[config.mk]
export PLATFORM = sky130hd
export DESIGN_NAME = fb_pattern_writer_flat
export DESIGN_NICKNAME = d
export VERILOG_FILES = /design/src/rtl/fb_pkg.sv /design/src/rtl/wshb_if.sv /design/src/rtl/fb_pattern_gen.sv /design/src/rtl/fb_pattern_writer.sv /design/src/flat_wrapper.sv
export SDC_FILE = /design/constraint.sdc
export NUM_CORES = 1
export LEC_CHECK = 0
export ABC_AREA = 1
export CORE_UTILIZATION = 51
export DETAILED_ROUTE_END_ITERATION = 6
export GPL_ROUTABILITY_DRIVEN = 0
export GPL_TIMING_DRIVEN = 0
export PLACE_DENSITY = 0.78
export SETUP_SLACK_MARGIN = 0.2
export SYNTH_ARGS = -nofsm -noshare
export SYNTH_HDL_FRONTEND = slang
export SYNTH_SLANG_ARGS = --single-unit
export TNS_END_PERCENT = 100
[constraint.sdc]
create_clock -name wshb_clk -period 8.7 [get_ports wshb_clk]
set_input_delay 2.175 -clock wshb_clk [delete_from_list [all_inputs] [get_ports wshb_clk]]
set_output_delay 2.175 -clock wshb_clk [all_outputs]
set_load 0.005 [all_outputs]
[src/rtl/fb_pkg.sv]
// Shared framebuffer definitions: display geometry defaults, writer states,
// pattern codes and the pixel word packing used by both writer and reader.
package fb_pkg;
    localparam int HDISP_DEF = 800;
    localparam int VDISP_DEF = 480;
    localparam int COORD_W   = 16;

    typedef enum logic [1:0] {IDLE, WRITE, DONE} fbw_state_t;
    typedef enum logic [1:0] {PAT_GRID, PAT_RAMP, PAT_BARS, PAT_SOLID} fbw_pat_t;

    function automatic logic [31:0] pack_pixel(input logic [23:0] rgb);
        return {8'h00, rgb};
    endfunction
endpackage

[src/rtl/wshb_if.sv]
// Classic Wishbone B4 bus, 32-bit data, byte addressing.
interface wshb_if;
    logic [31:0] adr;
    logic [31:0] dat_ms;
    logic [31:0] dat_sm;
    logic        we;
    logic [3:0]  sel;
    logic        stb;
    logic        cyc;
    logic [2:0]  cti;
    logic [1:0]  bte;
    logic        ack;

    modport master (output adr, dat_ms, we, sel, stb, cyc, cti, bte, input dat_sm, ack);
    modport slave  (input adr, dat_ms, we, sel, stb, cyc, cti, bte, output dat_sm, ack);
endinterface

[src/rtl/fb_pattern_gen.sv]
// Combinational test-pattern colour for one pixel; only the coordinate bits
// that any pattern looks at are brought in.
module fb_pattern_gen
    import fb_pkg::*;
(
    input  logic [7:0]  x,
    input  logic [3:0]  y,
    input  logic [2:0]  bar,
    input  fbw_pat_t    pattern,
    input  logic [23:0] fill_rgb,
    output logic [23:0] rgb
);
    always_comb begin
        rgb = '0;
        case (pattern)
            PAT_GRID:  rgb = (x[3:0] == 4'd0 || y == 4'd0) ? 24'hFF_FFFF : 24'h00_0000;
            PAT_RAMP:  rgb = {x, x, x};
            PAT_BARS:  rgb = {{8{bar[2]}}, {8{bar[1]}}, {8{bar[0]}}};
            default:   rgb = fill_rgb;
        endcase
    end
endmodule

[src/rtl/fb_pattern_writer.sv]
// Wishbone master that writes one generated frame into the framebuffer per
// start request, raster order, one 32-bit word per pixel.
module fb_pattern_writer
    import fb_pkg::*;
#(
    parameter int          HDISP     = HDISP_DEF,
    parameter int          VDISP     = VDISP_DEF,
    parameter logic [31:0] BASE_ADDR = 32'h0000_0000
) (
    input  logic        wshb_clk,
    input  logic        wshb_rst,
    wshb_if.master      wshb_ifm,
    input  logic        start,
    input  logic        abort,
    input  logic [1:0]  pattern_sel,
    input  logic [23:0] fill_rgb,
    output logic        busy,
    output logic        done,
    output logic [15:0] frame_cnt
);
    localparam int                 BAR_LEN  = (HDISP / 8 < 1) ? 1 : HDISP / 8;
    localparam logic [COORD_W-1:0] X_LAST   = COORD_W'(HDISP - 1);
    localparam logic [COORD_W-1:0] Y_LAST   = COORD_W'(VDISP - 1);
    localparam logic [COORD_W-1:0] BAR_LAST = COORD_W'(BAR_LEN - 1);

    fbw_state_t         state;
    fbw_pat_t           pat;
    logic [23:0]        fill;
    logic               abort_flag;
    logic [COORD_W-1:0] x, y, sub;
    logic [2:0]         bar;

    logic [COORD_W-1:0] nx, ny, nsub;
    logic [2:0]         nbar;
    logic [7:0]         gx;
    logic [3:0]         gy;
    logic [2:0]         gbar;
    fbw_pat_t           gpat;
    logic [23:0]        gfill, rgb;
    logic               ack;

    assign wshb_ifm.cyc = (state == WRITE);
    assign wshb_ifm.stb = wshb_ifm.cyc;
    assign wshb_ifm.we  = wshb_ifm.cyc;
    assign wshb_ifm.sel = 4'b1111;
    assign wshb_ifm.cti = 3'b000;
    assign wshb_ifm.bte = 2'b00;

    assign ack  = wshb_ifm.stb & wshb_ifm.ack;
    assign busy = (state != IDLE);
    assign done = (state == DONE);

    // Raster position after the current word; bar index uses a sub-counter so no divide is needed
    always_comb begin
        nx   = x + 1'b1;
        ny   = y;
        nsub = sub + 1'b1;
        nbar = bar;
        if (x == X_LAST) begin
            nx   = '0;
            ny   = y + 1'b1;
            nsub = '0;
            nbar = '0;
        end else if (sub == BAR_LAST) begin
            nsub = '0;
            if (bar != 3'd7) nbar = bar + 1'b1;
        end
    end

    // In IDLE the generator previews pixel (0,0) with the live inputs so word 0 is ready at entry
    always_comb begin
        if (state == WRITE) begin
            gx = nx[7:0]; gy = ny[3:0]; gbar = nbar; gpat = pat; gfill = fill;
        end else begin
            gx = '0; gy = '0; gbar = '0; gpat = fbw_pat_t'(pattern_sel); gfill = fill_rgb;
        end
    end

    fb_pattern_gen u_gen (
        .x        (gx),
        .y        (gy),
        .bar      (gbar),
        .pattern  (gpat),
        .fill_rgb (gfill),
        .rgb      (rgb)
    );

    always_ff @(posedge wshb_clk or posedge wshb_rst) begin
        if (wshb_rst) begin
            state           <= IDLE;
            pat             <= PAT_GRID;
            fill            <= '0;
            abort_flag      <= 1'b0;
            x               <= '0;
            y               <= '0;
            sub             <= '0;
            bar             <= '0;
            wshb_ifm.adr    <= BASE_ADDR;
            wshb_ifm.dat_ms <= '0;
            frame_cnt       <= '0;
        end else begin
            case (state)
                IDLE: if (start) begin
                    state           <= WRITE;
                    pat             <= fbw_pat_t'(pattern_sel);
                    fill            <= fill_rgb;
                    abort_flag      <= 1'b0;
                    x               <= '0;
                    y               <= '0;
                    sub             <= '0;
                    bar             <= '0;
                    wshb_ifm.adr    <= BASE_ADDR;
                    wshb_ifm.dat_ms <= pack_pixel(rgb);
                end
                WRITE: begin
                    if (abort) abort_flag <= 1'b1;
                    if (ack) begin
                        wshb_ifm.adr    <= wshb_ifm.adr + 32'd4;
                        wshb_ifm.dat_ms <= pack_pixel(rgb);
                        x               <= nx;
                        y               <= ny;
                        sub             <= nsub;
                        bar             <= nbar;
                        if (abort || abort_flag) begin
                            state <= DONE;
                        end else if (x == X_LAST && y == Y_LAST) begin
                            state     <= DONE;
                            frame_cnt <= frame_cnt + 16'd1;
                        end
                    end
                end
                DONE:    state <= IDLE;
                default: state <= IDLE;
            endcase
        end
    end
endmodule

[src/flat_wrapper.sv]
// flat-port wrapper written by rule: the top's interface ports become plain ports
module fb_pattern_writer_flat import fb_pkg::*;
#(
    parameter int          HDISP     = HDISP_DEF,
    parameter int          VDISP     = VDISP_DEF,
    parameter logic [31:0] BASE_ADDR = 32'h0000_0000
)
  (wshb_clk, wshb_rst, start, abort, pattern_sel, fill_rgb, busy, done, frame_cnt, wshb_ifm_adr, wshb_ifm_dat_ms, wshb_ifm_we, wshb_ifm_sel, wshb_ifm_stb, wshb_ifm_cyc, wshb_ifm_cti, wshb_ifm_bte, wshb_ifm_dat_sm, wshb_ifm_ack);
  wshb_if wshb_ifm_i ();
  input  logic wshb_clk;
  input  logic wshb_rst;
  input  logic start;
  input  logic abort;
  input  logic [1:0] pattern_sel;
  input  logic [23:0] fill_rgb;
  output logic busy;
  output logic done;
  output logic [15:0] frame_cnt;
  output wire logic [$bits(wshb_ifm_i.adr)-1:0] wshb_ifm_adr;
  output wire logic [$bits(wshb_ifm_i.dat_ms)-1:0] wshb_ifm_dat_ms;
  output wire logic [$bits(wshb_ifm_i.we)-1:0] wshb_ifm_we;
  output wire logic [$bits(wshb_ifm_i.sel)-1:0] wshb_ifm_sel;
  output wire logic [$bits(wshb_ifm_i.stb)-1:0] wshb_ifm_stb;
  output wire logic [$bits(wshb_ifm_i.cyc)-1:0] wshb_ifm_cyc;
  output wire logic [$bits(wshb_ifm_i.cti)-1:0] wshb_ifm_cti;
  output wire logic [$bits(wshb_ifm_i.bte)-1:0] wshb_ifm_bte;
  input wire logic [$bits(wshb_ifm_i.dat_sm)-1:0] wshb_ifm_dat_sm;
  input wire logic [$bits(wshb_ifm_i.ack)-1:0] wshb_ifm_ack;
  assign wshb_ifm_adr = wshb_ifm_i.adr;
  assign wshb_ifm_dat_ms = wshb_ifm_i.dat_ms;
  assign wshb_ifm_we = wshb_ifm_i.we;
  assign wshb_ifm_sel = wshb_ifm_i.sel;
  assign wshb_ifm_stb = wshb_ifm_i.stb;
  assign wshb_ifm_cyc = wshb_ifm_i.cyc;
  assign wshb_ifm_cti = wshb_ifm_i.cti;
  assign wshb_ifm_bte = wshb_ifm_i.bte;
  assign wshb_ifm_i.dat_sm = wshb_ifm_dat_sm;
  assign wshb_ifm_i.ack = wshb_ifm_ack;
  fb_pattern_writer #(.HDISP(HDISP), .VDISP(VDISP), .BASE_ADDR(BASE_ADDR)) u_core (.wshb_clk(wshb_clk), .wshb_rst(wshb_rst), .wshb_ifm(wshb_ifm_i), .start(start), .abort(abort), .pattern_sel(pattern_sel), .fill_rgb(fill_rgb), .busy(busy), .done(done), .frame_cnt(frame_cnt));
endmodule
---- Word level (Yosys, flattened, before mapping) ----
Cells that the tools add are included.
cells by class
  $add $sub $neg .......................... 6
  reduce and logical (&&, ||, !) cells .... 15
  bitwise operators ....................... 2
  muxes and demuxes ....................... 38
  equal/unequal tests ..................... 13
operators with widths
  operator               number
  $mux 16                8
  $mux 32                4
  $pmux 32 s2            2
  $pmux 16 s2            3
  $pmux 24 s3            1
  $add 16x1->16 const B  4
  $mux 24                2
  $add 32x3->32 const B  1
  $mux 3                 6
  $eq 16x10->1 const B   1
  $eq 16x7->1 const B    1
  $eq 16x9->1 const B    1
  $mux 2                 5
  $reduce_and 3->1       3
  $logic_not 4->1        2
  $mux 8                 1
  $ne 2x2->1 const B     4
  $reduce_and 4->1       2
  $ne 3x3->1 const B     2
  $pmux 3 s2             1
  $eq 2x1->1 const B     2
  $eq 2x2->1 const B     2
  $logic_not 2->1        2
  $mux 4                 1
  10 further kinds       13
word-level totals
  register bits ........................... 160

---- Longest topological paths before layout ----
Gate-level depths: netlist (run 1).
  depth in word-level cells ............... 9
  depth in mapped cells ................... 15
  mapped depth without buffers ............ 14

---- By module ----
From an unflattened synthesis (run 1), not the netlist that was laid out.
unflattened totals
  cells, all modules ...................... 1374
  area, all modules ....................... 9246.4 µm²
by module, submodules not included
  module             instances  cells each  sequential area each (µm²)  area each (µm²)
  fb_pattern_writer  1          1249        3753.6                      8719.6
  fb_pattern_gen     1          125         0.0                         526.8

---- Least setup slack after synthesis (run 1) ----
OpenSTA, ideal clock, no wires.
  kind .................................... register -> output
  start point ............................. reg u_core.state[0]
  end point ............................... out wshb_ifm_stb
  required time ........................... 6.525 ns
  cell stages (with the launch flop) ...... 6
  path buffers ............................ 3
  arrival ................................. 1.280 ns
  path slack .............................. 5.245 ns
  cells stage by stage .................... dfrtp_1 -> inv_2 -> nor2_4 -> buf_2 -> buf_1 -> buf_4
between the ends
  longest elaborated chain between the ends .. 1
RTL lines
  item                    line                      text
  start, declared         fb_pattern_writer.sv:26   fbw_state_t state;
  start signal, assigned  fb_pattern_writer.sv:90   state <= IDLE;
  start signal, assigned  fb_pattern_writer.sv:104  state <= WRITE;
  start signal, assigned  fb_pattern_writer.sv:125  state <= DONE;
  $eq 2x1->1              fb_pattern_writer.sv:42   assign wshb_ifm.cyc = (state == WRITE);
  end, declared           flat_wrapper.sv:23        output wire logic [$bits(wshb_ifm_i.stb)-1:0] wshb_ifm_stb;
Every way passes these cells.

---- Worst setup path in the final report (run 1) ----
Same ends and word-level chain as after synthesis.

==> impl_metrics.toml, run 1 <==
[synth]
synth_ff_type = "dfrtp_1"
yosys_warnings = 0
synth_edf_count = 0
synth.distinct_cells = 48
synthArstFlopShare_pct = 100
syn-cell-area_um2 = 8900
synthCells = 1232
synth_seq_area_share_pct = 42.2
syn_avg_cell_area_um2 = 7.22
synth_top_area_share_pct = 42.2
synthTopCellsByArea = "dfrtp_1 (42%), nand2_1 (16%), inv_1 (5.8%), nor2_1 (5.6%), o21ai_0 (3.8%)"
ys_ff_latch = 150
yosys.area.top_type = "dfrtp_1"

[critical_path]
worstSetupPathType = "reg -> out"
path_buf_inv = 5
crit_family = "buffers and inverters"
worstSetupStartpoint = "u_core.state[0]"
cp_num_cells = 6
slowest_delay_ns = 0.64
crit_arrival_ns = 2.71
startpoint_type = "flop"
timing.rr.start = "u_core.x[0]"
endpoint_kind = "primary output"
reg2reg_depth = 9
cp_max_fo = 12
worstPathRequired_ns = 6.53
slowest_stage = "buf_1"
crit_chain = "inv_2 -> nor2_4 -> buf_2 -> buf_1 -> buf_4 -> clkdlybuf4s50_1"

[floorplan]
fp.dieArea_um2 = 18000
start_util_pct = 52.9
die_w_um = 134
boundaryPins = 157
die_y_um = 134
core_area_um2 = 16800
rows = 47

[power_and_ir_drop]
vdd_drop_max_uv = 183
power_density_nw_per_um2 = 255
leakage_nw = 5.41

[grt]
grt_overflow = 0
grtUsageTotal_pct = 26.4
grt_first_pass_wirelength_mm = 37.8
grt_pass1_vias = 7891
antenna_found_initial = 0
grt_max_degree = 100

[layout]
areaGrowthSynthToFinish_pct = 22.7
regArea_um2 = 3750
multi_input_area_um2 = 4260
fillCellCount = 1494
n_antenna_cell = 0
layout-drive-gt1-share_pct = 9.01
layout.cells.non_filler = 1607
fin_nets = 1443

[detailed_routing]
drt_wl_total_mm = 22.9
wire_per_inst_um = 14.3
first_pass_iters = 5
drtIter0Drc = 659
drt.antenna.violating_nets = 0
routed_via_density = 5.28
vias = 8481
drc = 0

[sta]
setup_viol = 0
drv_slew = 0
relSlewSlack_pct = 46.9
hold_violations = 0
tightest_slew_ns = 0.796
fmax_mhz = 205
fin_crit_ns = 4.88
rsz0062_at_grt = "false"
skew_ns = 0.00941
fin_crit_sh_pct = 56.1
fin_tns_setup_ns = 0

[clock_tree]
numCtsBuffers = 17
root_buffer = "clkbuf_16"
cts_resized = 0
cts_buffer_depth = 2
htreeDepth = 4
postCtsSetupBuffers = 0
cts.sinks = 150
worstSkewPairLatency_ns = 0.43
cts_tree = "yes"
cts_hold_buf = 0
clk_pin_slew_worst_paths_ns = 0.06

[place]
hpwl_mm = 16.7
io_buffers = 105
placed_cells = 1575

[hold_path]
hold_path_depth = 2
hold_start = "u_core.wshb_ifm.dat_ms[21]"
worst_hold_path_type = "reg -> reg"

[run_status]
outcome = "completed"

[flow_run]
maxCapViolCount = 0
## metrics by stage
step | total power [mW] | setup slack, ns | utilization, % | hold slack (ns) | area, um^2
global placement | 2.00 | 0.391 | 61.2 | 0.464 | 10300
finish | 2.78 | 3.82 | 64.9 | 0.479 | 10900
detailed placement | 2.02 | 4.31 | 61.4 | 0.465 | 10300
CTS | 2.78 | 3.84 | 64.9 | 0.482 | 10900
global route | 2.95 | 3.75 | 64.9 | 0.498 | 10900
floorplan | 1.62 | 2.49 | - | 0.453 | 8960
## layout by cell type, fill, tap and decap left out, types with 10 or more instances in the layout
cell               n
buf_2             19
nor2_1           133
xnor2_1           11
nand3_1           46
conb_1            19
clkbuf_1          16
clkdlybuf4s50_1  105
buf_4             23
xor2_1            25
dfrtp_1          150
o211ai_1          24
nor3_1            25
a21oi_1           43
inv_1            137
nand2_1          390
nand4_1           25
o21ai_0           67
clkbuf_16         17
inv_2             10
## final cells by class
cell class	instances	area share, %
Tap cell	220	2.52
Clock inverter	12	1.39
Sequential cell	150	34.4
Buffer	63	3.52
Multi-Input combinational cell	885	39.0
Clock buffer	20	4.09
Timing Repair Buffer	106	9.88
Inverter	151	5.25
## power by group
| part | switching (mW) | internal [mW] |
|---|---|---|
| clock | 0.303 | 0.459 |
| sequential | 0.0815 | 0.828 |
| combinational | 0.696 | 0.414 |
## tightest hold or removal path, cell delays in order, from the launching register on
cell and delay, ns:
dfrtp_1 0.34, nand2_1 0.05, nand2_1 0.05
## flip-flops by register name (all words and copies together), names as in the netlist
name	cells
u_core.abort_flag	1
u_core.bar	3
u_core.fill	24
u_core.frame_cnt	16
u_core.pat	2
u_core.state	2
u_core.sub	16
u_core.wshb_ifm.adr	30
u_core.wshb_ifm.dat_ms	24
u_core.x	16
u_core.y	16
## Yosys cell counts (6+ instances only)
| library cell | n |
|---|---|
| a21oi_1 | 43 |
| buf_2 | 19 |
| buf_4 | 23 |
| clkbuf_1 | 14 |
| dfrtp_1 | 150 |
| ha_1 | 6 |
| inv_1 | 138 |
| inv_2 | 10 |
| nand2_1 | 390 |
| nand3_1 | 46 |
| nand3_2 | 8 |
| nand4_1 | 25 |
| nor2_1 | 133 |
| nor3_1 | 25 |
| o211ai_1 | 24 |
| o21ai_0 | 67 |
| o21ai_1 | 7 |
| o31ai_1 | 7 |
| xnor2_1 | 11 |
| xor2_1 | 25 |
## worst paths after layout
check | endpoint | slack [ns]
worst max-delay path | wshb_ifm_stb | 3.82
worst min-delay path | u_core.wshb_ifm.dat_ms[21] | 0.48
worst max register to register | u_core.frame_cnt[1] | 6.48
worst min register to register | u_core.wshb_ifm.dat_ms[21] | 0.48
max in group asynchronous | u_core.fill[19] | 5.64
min in group asynchronous | u_core.wshb_ifm.adr[18] | 2.17
## per-layer routing
layer	share of wire (%)	track usage [%]	routed length [um]	up-vias
li1	-	-	-	4161
met1	45	36.0	10200	3965
met2	47	42.6	10700	314
met3	6.5	4.31	1480	41
met4	2.1	9.36	486	0
met5	0	0	0	-
## logic make-up after synthesis
kind of cell / Yosys count / share of synthesized area (%)
other cells: 2 / 0.0844
buf+inv: 214 / 10.7
flops: 150 / 42.2
fa+ha+maj: 6 / 0.844
xor+xnor: 36 / 3.54
simple gates: 661 / 32.1
compound gates: 163 / 10.6
No activity file was read; power rests on OpenSTA's default activity.
==> inputs of run 2 (changes only) <==
--- a/config.mk
+++ b/config.mk
@@ -6,7 +6,7 @@
 export NUM_CORES = 1
 export LEC_CHECK = 0
 export ABC_AREA = 1
-export CORE_UTILIZATION = 51
+export CORE_UTILIZATION = 49
 export DETAILED_ROUTE_END_ITERATION = 6
 export GPL_ROUTABILITY_DRIVEN = 0
 export GPL_TIMING_DRIVEN = 0
==> constraint.sdc (replaced) <==
create_clock -name wshb_clk -period 4.4 [get_ports wshb_clk]
set_input_delay 1.1 -clock wshb_clk [delete_from_list [all_inputs] [get_ports wshb_clk]]
set_output_delay 1.1 -clock wshb_clk [all_outputs]
set_load 0.005 [all_outputs]
==> impl_metrics.toml, run 2 (synthesis gave the netlist of run 1 again) <==
[layout]
layout-drive-gt1-share_pct = 9.21
layout.cells.non_filler = 1615
final_common_cell = "nand2_1"
layout_common_cells = "nand2_1 (390), dfrtp_1 (150), inv_1 (137)"
largest_register_ffs = 30
n_antenna_cell = 0
reg.largest.list = "u_core.wshb_ifm.adr: 30 flops, u_core.fill: 24 flops, u_core.wshb_ifm.dat_ms: 24 flops"
fin_nets = 1446
largest-register = "u_core.wshb_ifm.adr"
areaGrowthSynthToFinish_pct = 23.2

[critical_path]
endpoint_kind = "primary output"
startpoint_type = "flop"
worstPathRequired_ns = 3.30
crit_arrival_ns = 2.72
slowest_delay_ns = 0.63
slowest_stage = "buf_1"
worstSetupPathType = "reg -> out"
crit_chain = "inv_2 -> nor2_4 -> buf_2 -> buf_1 -> buf_4 -> clkdlybuf4s50_1"
cp_max_fo = 12

[detailed_routing]
vias = 8436
drt.antenna.violating_nets = 0
drtIter0Drc = 534
drc = 0
first_pass_iters = 5
routed_via_density = 5.22
drt_wl_total_mm = 23.1
wire_per_inst_um = 14.3

[grt]
grt_first_pass_wirelength_mm = 37.8
grtUsageTotal_pct = 25.9
antenna_found_initial = 0
globalRouteMet3Util_pct = 4.85
grt_max_degree = 39
grt_pass1_vias = 7911
use_met1_pct = 34.2
grt-busiest-layer = "met2"
grtUsageMet2_pct = 42.5
grt_overflow = 0

[clock_tree]
numCtsBuffers = 17
htreeDepth = 4
postCtsSetupBuffers = 0
cts.sinks = 150
worstSkewPairLatency_ns = 0.43
root_buffer = "clkbuf_16"
cts_resized = 0
clk_pin_slew_worst_paths_ns = 0.06
cts_hold_buf = 0
cts_tree = "yes"
cts_buffer_depth = 2

[sta]
fin_crit_sh_pct = 86.9
rsz0062_at_grt = "false"
drv_slew = 0
setup_viol = 0
hold_violations = 0
skew_ns = 0.00878
relSlewSlack_pct = 46.9
tightest_slew_ns = 0.796
fin_crit_ns = 3.82
fin_tns_setup_ns = 0
fin_ws_ns = 0.578
fmax_mhz = 262

[power_and_ir_drop]
p_sw_mw = 2.14
leakage_nw = 5.42
internal_power_mw = 3.33
power_frac_seq_pct = 33.0
comb_power_share_pct = 40.4
power_frac_clock_pct = 26.6
vdd_drop_max_uv = 359
swShare_pct = 39.1
power_density_nw_per_um2 = 498

[place]
placed_cells = 1583
io_buffers = 105
pre_cts_slack_ns = 1.06
hpwl_mm = 17.0

[floorplan]
start_util_pct = 50.7
core_area_um2 = 17500
die_w_um = 137
boundaryPins = 157
fp.dieArea_um2 = 18700
rows = 48
die_y_um = 137

[flow_run]
maxCapViolCount = 0

[run_status]
outcome = "completed"

[hold_path]
worst_hold_path_type = "reg -> reg"
## run 2: cell count changes in the layout (fill, tap and decap cells not counted), sizes merged
cell,previous run,this run
clkbuf,34,35
inv,150,148
clkinv,8,6
clkinvlp,2,6
bufinv,3,2
buf,50,53
## run 2: worst paths after layout
path | cells past startpoint | to | slack (ns) | startpoint
min | 2 | u_core.wshb_ifm.dat_ms[19] | 0.48 | u_core.wshb_ifm.dat_ms[19]
max in group asynchronous | 6 | u_core.sub[13] | 2.04 | wshb_rst
min reg2reg | 2 | u_core.wshb_ifm.dat_ms[19] | 0.48 | u_core.wshb_ifm.dat_ms[19]
min in group asynchronous | 2 | u_core.wshb_ifm.adr[12] | 1.08 | wshb_rst
max | 6 | wshb_ifm_we | 0.58 | u_core.state[0]
max reg2reg | 9 | u_core.frame_cnt[6] | 2.21 | u_core.x[0]
## run 2: metrics by stage
stage / instance area [um^2] / power, mW / hold slack [ns] / util (%)
floorplan: 8970 / 3.21 / 0.453 / -
global placement: 10300 / 3.95 / 0.463 / 58.7
detailed placement: 10400 / 4.00 / 0.465 / 59.2
CTS: 11000 / 5.47 / 0.482 / 62.5
global route: 11000 / 5.80 / 0.506 / 62.5
finish: 11000 / 5.46 / 0.476 / 62.5
## run 2: metal layers
metal | part of all wire [%] | vias to the layer above
li1 | - | 4167
met1 | 45 | 3950
met2 | 48 | 286
met3 | 6.0 | 33
met4 | 1.7 | 0
met5 | 0 | -
## run 2: layout make-up
class | instances | area [um^2]
buffer | 63 | 384
timing repair buffer | 109 | 1130
clock buffer | 21 | 460
clock inverter | 11 | 125
inverter | 151 | 572
sequential | 150 | 3750
fill | 1496 | 6570
tap | 225 | 282
multi-input combinational | 885 | 4260
## run 2: critical path, delay by kind of cell, from the launching register on
family        cells  cell delay (ns)
simple gates      1             0.17
flops             1             0.43
buf+inv           5             1.69
## run 2: power by group through the flow
stage | logic [mW] | clock network [mW] | registers, mW
after floorplan | 1.42 | 0 | 1.80
after global placement | 2.14 | 0 | 1.81
after detailed placement | 2.18 | 0 | 1.82
after CTS | 2.20 | 1.47 | 1.80
after global routing | 2.45 | 1.52 | 1.83
final | 2.21 | 1.45 | 1.80
==> inputs of run 3 (changes only) <==
--- a/config.mk
+++ b/config.mk
@@ -6,6 +6,7 @@
 export NUM_CORES = 1
 export LEC_CHECK = 0
 export ABC_AREA = 1
+export ABC_CLOCK_PERIOD_IN_PS = 4400
 export CORE_UTILIZATION = 49
 export DETAILED_ROUTE_END_ITERATION = 6
 export GPL_ROUTABILITY_DRIVEN = 0
==> results of run 3 <==
No change in the layout: final DEF, timing and power equal those of run 2.
